--- src/rtl/cache_fill_fsm_if.sv ---
// Bundle between one cache_fill_fsm and its cache, pipeline and memory port.
//
// Signalling: there is no ready/valid back-pressure on this bus. A miss is
// offered by holding miss_detected high, and it is taken in any cycle where
// the engine is idle. Memory reads are fire-and-forget: mem_en high for one
// cycle issues one read of memory_address. memory_data_valid high for one
// cycle returns the oldest outstanding read, in issue order. write_data_array
// and write_tag_array are single-cycle write strobes toward the cache arrays.
interface cache_fill_fsm_if #(
  parameter int BLOCK_WORDS = 8
) ();
  localparam int OFF_W = $clog2(BLOCK_WORDS);

  logic             miss_detected;
  logic [15:0]      miss_address;
  logic [15:0]      memory_data;
  logic             memory_data_valid;
  logic             fsm_busy;
  logic             mem_en;
  logic [15:0]      memory_address;
  logic             write_data_array;
  logic [OFF_W-1:0] write_word_offset;
  logic             write_tag_array;
  logic [15:0]      fill_block_addr;
  logic [15:0]      fill_data;
  // Debug view of the engine state: 0 = IDLE, 1 = FILL.
  logic             fsm_state;

  // Cache/pipeline/memory side.
  modport master (
    output miss_detected, miss_address, memory_data, memory_data_valid,
    input  fsm_busy, mem_en, memory_address, write_data_array,
    input  write_word_offset, write_tag_array, fill_block_addr, fill_data,
    input  fsm_state
  );

  // Fill engine side.
  modport slave (
    input  miss_detected, miss_address, memory_data, memory_data_valid,
    output fsm_busy, mem_en, memory_address, write_data_array,
    output write_word_offset, write_tag_array, fill_block_addr, fill_data,
    output fsm_state
  );
endinterface

--- src/rtl/cache_fill_fsm.sv ---
// Cache miss fill engine. On a miss it stalls the pipeline, issues one memory
// read per word of the missing block, writes each returned word into the data
// array, and writes the tag together with the final word. Reads are issued
// back to back while data returns overlap, so the fill takes
// BLOCK_WORDS + memory latency cycles when memory never stalls.
module cache_fill_fsm #(
  parameter int BLOCK_WORDS = 8
) (
  input logic          clk,
  input logic          rst_n,
  cache_fill_fsm_if.slave bus
);
  localparam int OFF_W = $clog2(BLOCK_WORDS);
  localparam int CNT_W = OFF_W + 1;
  localparam logic [CNT_W-1:0] LAST_WORD  = CNT_W'(BLOCK_WORDS - 1);
  localparam logic [CNT_W-1:0] ALL_ISSUED = CNT_W'(BLOCK_WORDS);
  // Byte-offset bits covered by one block (word offset plus byte-in-word).
  localparam logic [15:0] OFF_MASK = 16'(2 * BLOCK_WORDS - 1);

  typedef enum logic {
    IDLE = 1'b0,
    FILL = 1'b1
  } state_t;

  state_t           state_q, state_d;
  logic [CNT_W-1:0] issue_cnt_q, issue_cnt_d;
  logic [CNT_W-1:0] recv_cnt_q, recv_cnt_d;
  logic [15:0]      block_q, block_d;

  logic             busy;
  logic             mem_en;
  logic [15:0]      mem_addr;
  logic             wr_data;
  logic [OFF_W-1:0] wr_offset;
  logic             wr_tag;

  // State, counters and latched block base; reset drops any fill in flight.
  always_ff @(posedge clk or negedge rst_n) begin
    if (!rst_n) begin
      state_q     <= IDLE;
      issue_cnt_q <= '0;
      recv_cnt_q  <= '0;
      block_q     <= '0;
    end else begin
      state_q     <= state_d;
      issue_cnt_q <= issue_cnt_d;
      recv_cnt_q  <= recv_cnt_d;
      block_q     <= block_d;
    end
  end

  // Next state, counter updates and per-cycle outputs.
  always_comb begin
    state_d     = state_q;
    issue_cnt_d = issue_cnt_q;
    recv_cnt_d  = recv_cnt_q;
    block_d     = block_q;
    busy        = 1'b0;
    mem_en      = 1'b0;
    mem_addr    = '0;
    wr_data     = 1'b0;
    wr_offset   = '0;
    wr_tag      = 1'b0;

    case (state_q)
      IDLE: begin
        // Stall in the miss cycle itself; gated so reset forces it low.
        busy = bus.miss_detected & rst_n;
        if (bus.miss_detected) begin
          block_d     = bus.miss_address & ~OFF_MASK;
          issue_cnt_d = '0;
          recv_cnt_d  = '0;
          state_d     = FILL;
        end
      end

      FILL: begin
        busy = 1'b1;
        // Issue side: one read per cycle until the whole block is requested.
        if (issue_cnt_q < ALL_ISSUED) begin
          mem_en      = 1'b1;
          mem_addr    = block_q + 16'({issue_cnt_q, 1'b0});
          issue_cnt_d = issue_cnt_q + 1'b1;
        end
        // Receive side: every returned word goes straight into the array.
        wr_data   = bus.memory_data_valid;
        wr_offset = recv_cnt_q[OFF_W-1:0];
        if (bus.memory_data_valid) begin
          recv_cnt_d = recv_cnt_q + 1'b1;
          if (recv_cnt_q == LAST_WORD) begin
            wr_tag  = 1'b1;
            state_d = IDLE;
          end
        end
      end

      default: begin
        state_d = IDLE;
      end
    endcase
  end

  assign bus.fsm_busy          = busy;
  assign bus.mem_en            = mem_en;
  assign bus.memory_address    = mem_addr;
  assign bus.write_data_array  = wr_data;
  assign bus.write_word_offset = wr_offset;
  assign bus.write_tag_array   = wr_tag;
  assign bus.fill_block_addr   = block_q;
  assign bus.fill_data         = bus.memory_data;
  assign bus.fsm_state         = state_q;
endmodule

--- src/flat_wrapper.sv ---
// flat-port wrapper written by rule: the top's interface ports become plain ports
module cache_fill_fsm_flat 
#(
  parameter int BLOCK_WORDS = 8
)
  (clk, rst_n, bus_miss_detected, bus_miss_address, bus_memory_data, bus_memory_data_valid, bus_fsm_busy, bus_mem_en, bus_memory_address, bus_write_data_array, bus_write_word_offset, bus_write_tag_array, bus_fill_block_addr, bus_fill_data, bus_fsm_state);
  cache_fill_fsm_if #(.BLOCK_WORDS(BLOCK_WORDS)) bus_i ();
  input logic clk;
  input logic rst_n;
  input wire logic [$bits(bus_i.miss_detected)-1:0] bus_miss_detected;
  input wire logic [$bits(bus_i.miss_address)-1:0] bus_miss_address;
  input wire logic [$bits(bus_i.memory_data)-1:0] bus_memory_data;
  input wire logic [$bits(bus_i.memory_data_valid)-1:0] bus_memory_data_valid;
  output wire logic [$bits(bus_i.fsm_busy)-1:0] bus_fsm_busy;
  output wire logic [$bits(bus_i.mem_en)-1:0] bus_mem_en;
  output wire logic [$bits(bus_i.memory_address)-1:0] bus_memory_address;
  output wire logic [$bits(bus_i.write_data_array)-1:0] bus_write_data_array;
  output wire logic [$bits(bus_i.write_word_offset)-1:0] bus_write_word_offset;
  output wire logic [$bits(bus_i.write_tag_array)-1:0] bus_write_tag_array;
  output wire logic [$bits(bus_i.fill_block_addr)-1:0] bus_fill_block_addr;
  output wire logic [$bits(bus_i.fill_data)-1:0] bus_fill_data;
  output wire logic [$bits(bus_i.fsm_state)-1:0] bus_fsm_state;
  assign bus_i.miss_detected = bus_miss_detected;
  assign bus_i.miss_address = bus_miss_address;
  assign bus_i.memory_data = bus_memory_data;
  assign bus_i.memory_data_valid = bus_memory_data_valid;
  assign bus_fsm_busy = bus_i.fsm_busy;
  assign bus_mem_en = bus_i.mem_en;
  assign bus_memory_address = bus_i.memory_address;
  assign bus_write_data_array = bus_i.write_data_array;
  assign bus_write_word_offset = bus_i.write_word_offset;
  assign bus_write_tag_array = bus_i.write_tag_array;
  assign bus_fill_block_addr = bus_i.fill_block_addr;
  assign bus_fill_data = bus_i.fill_data;
  assign bus_fsm_state = bus_i.fsm_state;
  cache_fill_fsm #(.BLOCK_WORDS(BLOCK_WORDS)) u_core (.clk(clk), .rst_n(rst_n), .bus(bus_i));
endmodule
--- config.mk ---
export PLATFORM = sky130hd
export DESIGN_NAME = cache_fill_fsm_flat
export DESIGN_NICKNAME = d
export VERILOG_FILES = /design/src/rtl/cache_fill_fsm_if.sv /design/src/rtl/cache_fill_fsm.sv /design/src/flat_wrapper.sv
export SDC_FILE = /design/constraint.sdc
export NUM_CORES = 1
export LEC_CHECK = 0
export BUFFER_PORTS_ARGS = -buffer_cell sky130_fd_sc_hd__buf_2
export CAP_MARGIN = 20
export CORE_ASPECT_RATIO = 0.8
export CORE_MARGIN = 5
export CORE_UTILIZATION = 40
export CTS_CLUSTER_DIAMETER = 30
export DETAILED_ROUTE_END_ITERATION = 12
export PLACE_DENSITY = 0.81
export SKIP_LAST_GASP = 1
export SLEW_MARGIN = 30
export SYNTH_ARGS = -nofsm -noshare
export SYNTH_HDL_FRONTEND = slang
export SYNTH_SLANG_ARGS = --single-unit
--- constraint.sdc ---
create_clock -name clk -period 1.9 [get_ports clk]
set_clock_uncertainty 0.2 [all_clocks]
set_input_delay 0.38 -clock clk [delete_from_list [all_inputs] [get_ports clk]]
set_output_delay 0.38 -clock clk [all_outputs]
set_load 0.01 [all_outputs]
==> metrics.txt <==
CP cell instances dlygate4sd3_1 -> buf_2 -> nand2_1 -> nand2_1 -> buf_2; top_reg_cell synth dfrtp_1; non-filler instance count after layout around 210; Die X ~72 um; CTS Buf Count 3; Crit Path Class input port to primary output; Reg clk slew, reported paths ~0.080 ns; FFs w/ async S/R, synth 100.0%; Mapped Area 1216 sq um; Pre-Repair DR Iteration Count 4; post-route minimum period ~1.8 ns; CP required 1.32 ns; die area roughly 4300 sq um; hold crit path type input port to flop; I/O Buffers 50; gp weighted congestion 0.8254; Via-to-Cell Ratio 4.472; Rows 17; Root Driver clkbuf_8; Leak about 0.85 nW; Final nets about 220; Area growth, synth to finish 17.08%; GRT Residual Overflow 0; Pins Over Slew Limit 0; post-synthesis cell type count 30; status finished clean; Final Cell Area ~1400 sq um; synth warn 0; CP max stage delay 0.53 ns; Area after DPL between 1000 and 1500 sq um; family with the most delay on the worst path buffers and inverters; sequential area share after synthesis 43.21%; num ports 92; Initial Utilization 42.99%; synthesized instance count roughly 140; CP endpoint kind primary output; die height 59.32 um; CTS tree done; largest net degree at the start of global routing 22; share of layout cells above drive strength 1 between 30% and 40%; EDFF count, synth 0; vias in the first global route 896; top-count cell post-synth nand2_1; clk buf depth 2; core footprint 2829 sq um; Fillers 281; Seq cells post-synth 21; max_cap viols 0; fin crit share 97.15%; DP HPWL 2018 um; headroom to the max-slew limit between 60% and 70%; total number of H-tree levels 1; share of the synthesized area in the top cell type 43.21%; Worst VDD drop 0.0004451 V; worst-skew pair later-pin latency 0.25 ns; Avg Inst Size Synth 8.877 sq um; Final Hold Vio Count 0; DRC 0; Least-Margin Pin Slew 0.5704 ns; sequential cell area 525.5 sq um; Synth top cells by count nand2_1, buf_4, dfrtp_1; area of the multi-input gates approximately 480 sq um; Crit-path slowest cell dlygate4sd3_1; # setup viols final 0; dominant cells by area after synthesis dfrtp_1, buf_4, nand2_1; Overall Power 2.182 mW; dpl cells around 210; Detailed Route Iter0 Violations 20; Sinks on Clock Net 21; Hold Slack between 0.1 and 0.15 ns; first-pass GRT wire length 4181 um; final WL around 2600 um; largest area contributor in the netlist dfrtp_1; Peak Freq roughly 540 MHz; CP bufs+invs 3; crit start category input port; drt wl/cell approximately 12 um; crit path max fanout 2; n_diodes 0; Vias 957; antenna viol nets, final 0; total power per unit cell area 1532 nW/um^2; Global Route Usage Sum 12.21%; initial antenna violation count 0; CP arrival 1.27 ns
power by group:
part,total (mW),switching [mW],internal (mW)
sequential,0.811,0.153,0.657
combinational,1.09,0.580,0.506
clock,0.285,0.137,0.149
logic make-up (layout without fill, tap and decap cells):
logic type / count (synthesis) / in the layout / synth area share, %
simple gates: 74 / 74 / 29.94
fa+ha+maj: 2 / 2 / 2.057
buf+inv: 30 / 65 / 18.42
flops: 21 / 21 / 43.21
mux: 3 / 3 / 2.572
xor+xnor: 1 / 1 / 0.7203
other cells: 1 / 5 / 0.3083
compound gates: 5 / 5 / 2.778
worst paths after layout:
kind	startpoint	slack, ns	end	depth (start not counted)
worst max-delay path	rst_n	0.05	bus_fsm_busy	5
worst min-delay path	bus_miss_address[8]	0.11	u_core.bus.fill_block_addr[8]$_DFFE_PN0P_	3
worst max register to register	u_core.bus.fsm_state$_DFF_PN0_	0.34	u_core.recv_cnt_q[0]$_DFFE_PN0P_	4
worst min register to register	u_core.recv_cnt_q[3]$_DFFE_PN0P_	0.28	u_core.recv_cnt_q[3]$_DFFE_PN0P_	1
max in group asynchronous	rst_n	0.85	u_core.bus.fill_block_addr[5]$_DFFE_PN0P_	3
min in group asynchronous	rst_n	0.43	u_core.issue_cnt_q[3]$_DFFE_PN0P_	3
worst reg2reg max path: stages (launching register included):
cell	delay [ns]
dfrtp_1	0.38
buf_4	0.18
nand2b_1	0.41
nand3_1	0.19
o21ai_0	0.09
final cells by class:
| cell class | count | share of cell area [%] |
|---|---|---|
| clock buffer | 4 | 3.163 |
| inverter | 3 | 0.7909 |
| sequential | 21 | 36.91 |
| timing repair buffer | 58 | 21.79 |
| tap | 38 | 3.339 |
| multi-input combinational | 90 | 34.01 |
cell usage in the layout, fill, tap and decap left out, drive strengths merged, types with 2 or more instances in the layout:
cell type,Yosys,routed
and2,18,18
buf,27,57
clkbuf,0,4
conb,1,5
dfrtp,21,21
ha,2,2
inv,3,3
mux2i,2,2
nand2,43,43
nand3,3,3
nor2,3,3
nor2b,2,2
flip-flops by register name, summed over array words and instances, names as in the netlist:
register	count
u_core.issue_cnt_q	4
u_core.bus.fill_block_addr	12
u_core.bus.fsm_state	1
u_core.recv_cnt_q	4
metrics by stage:
stage / util, % / setup TNS [ns] / worst slack, ns
CTS: 49.80 / 0 / 0.007021
detailed placement: 47.85 / 0 / 0.3021
global route: 50.33 / -0.01290 / -0.006951
global placement: 47.85 / 0 / 0.3189
floorplan: - / 0 / 0.2820
finish: 50.33 / 0 / 0.05410
layer usage:
metal	share of wire, %	track usage (%)	routed length (um)
met5	0	0	0
met4	1.7	5.362	44
met3	7.8	2.712	199
met2	48	21.07	1238
met1	42	14.67	1070
repair_timing:
| action | 4_1_cts | 5_1_grt |
|---|---|---|
| hold endpoints to repair | 21 | 0 |
| buffers inserted | 0 | 1 |
| resized for setup | 0 | 2 |
| hold buffers | 1 | 0 |
| setup endpoints to repair | 0 | 15 |
No activity file was read; power rests on OpenSTA's default activity.
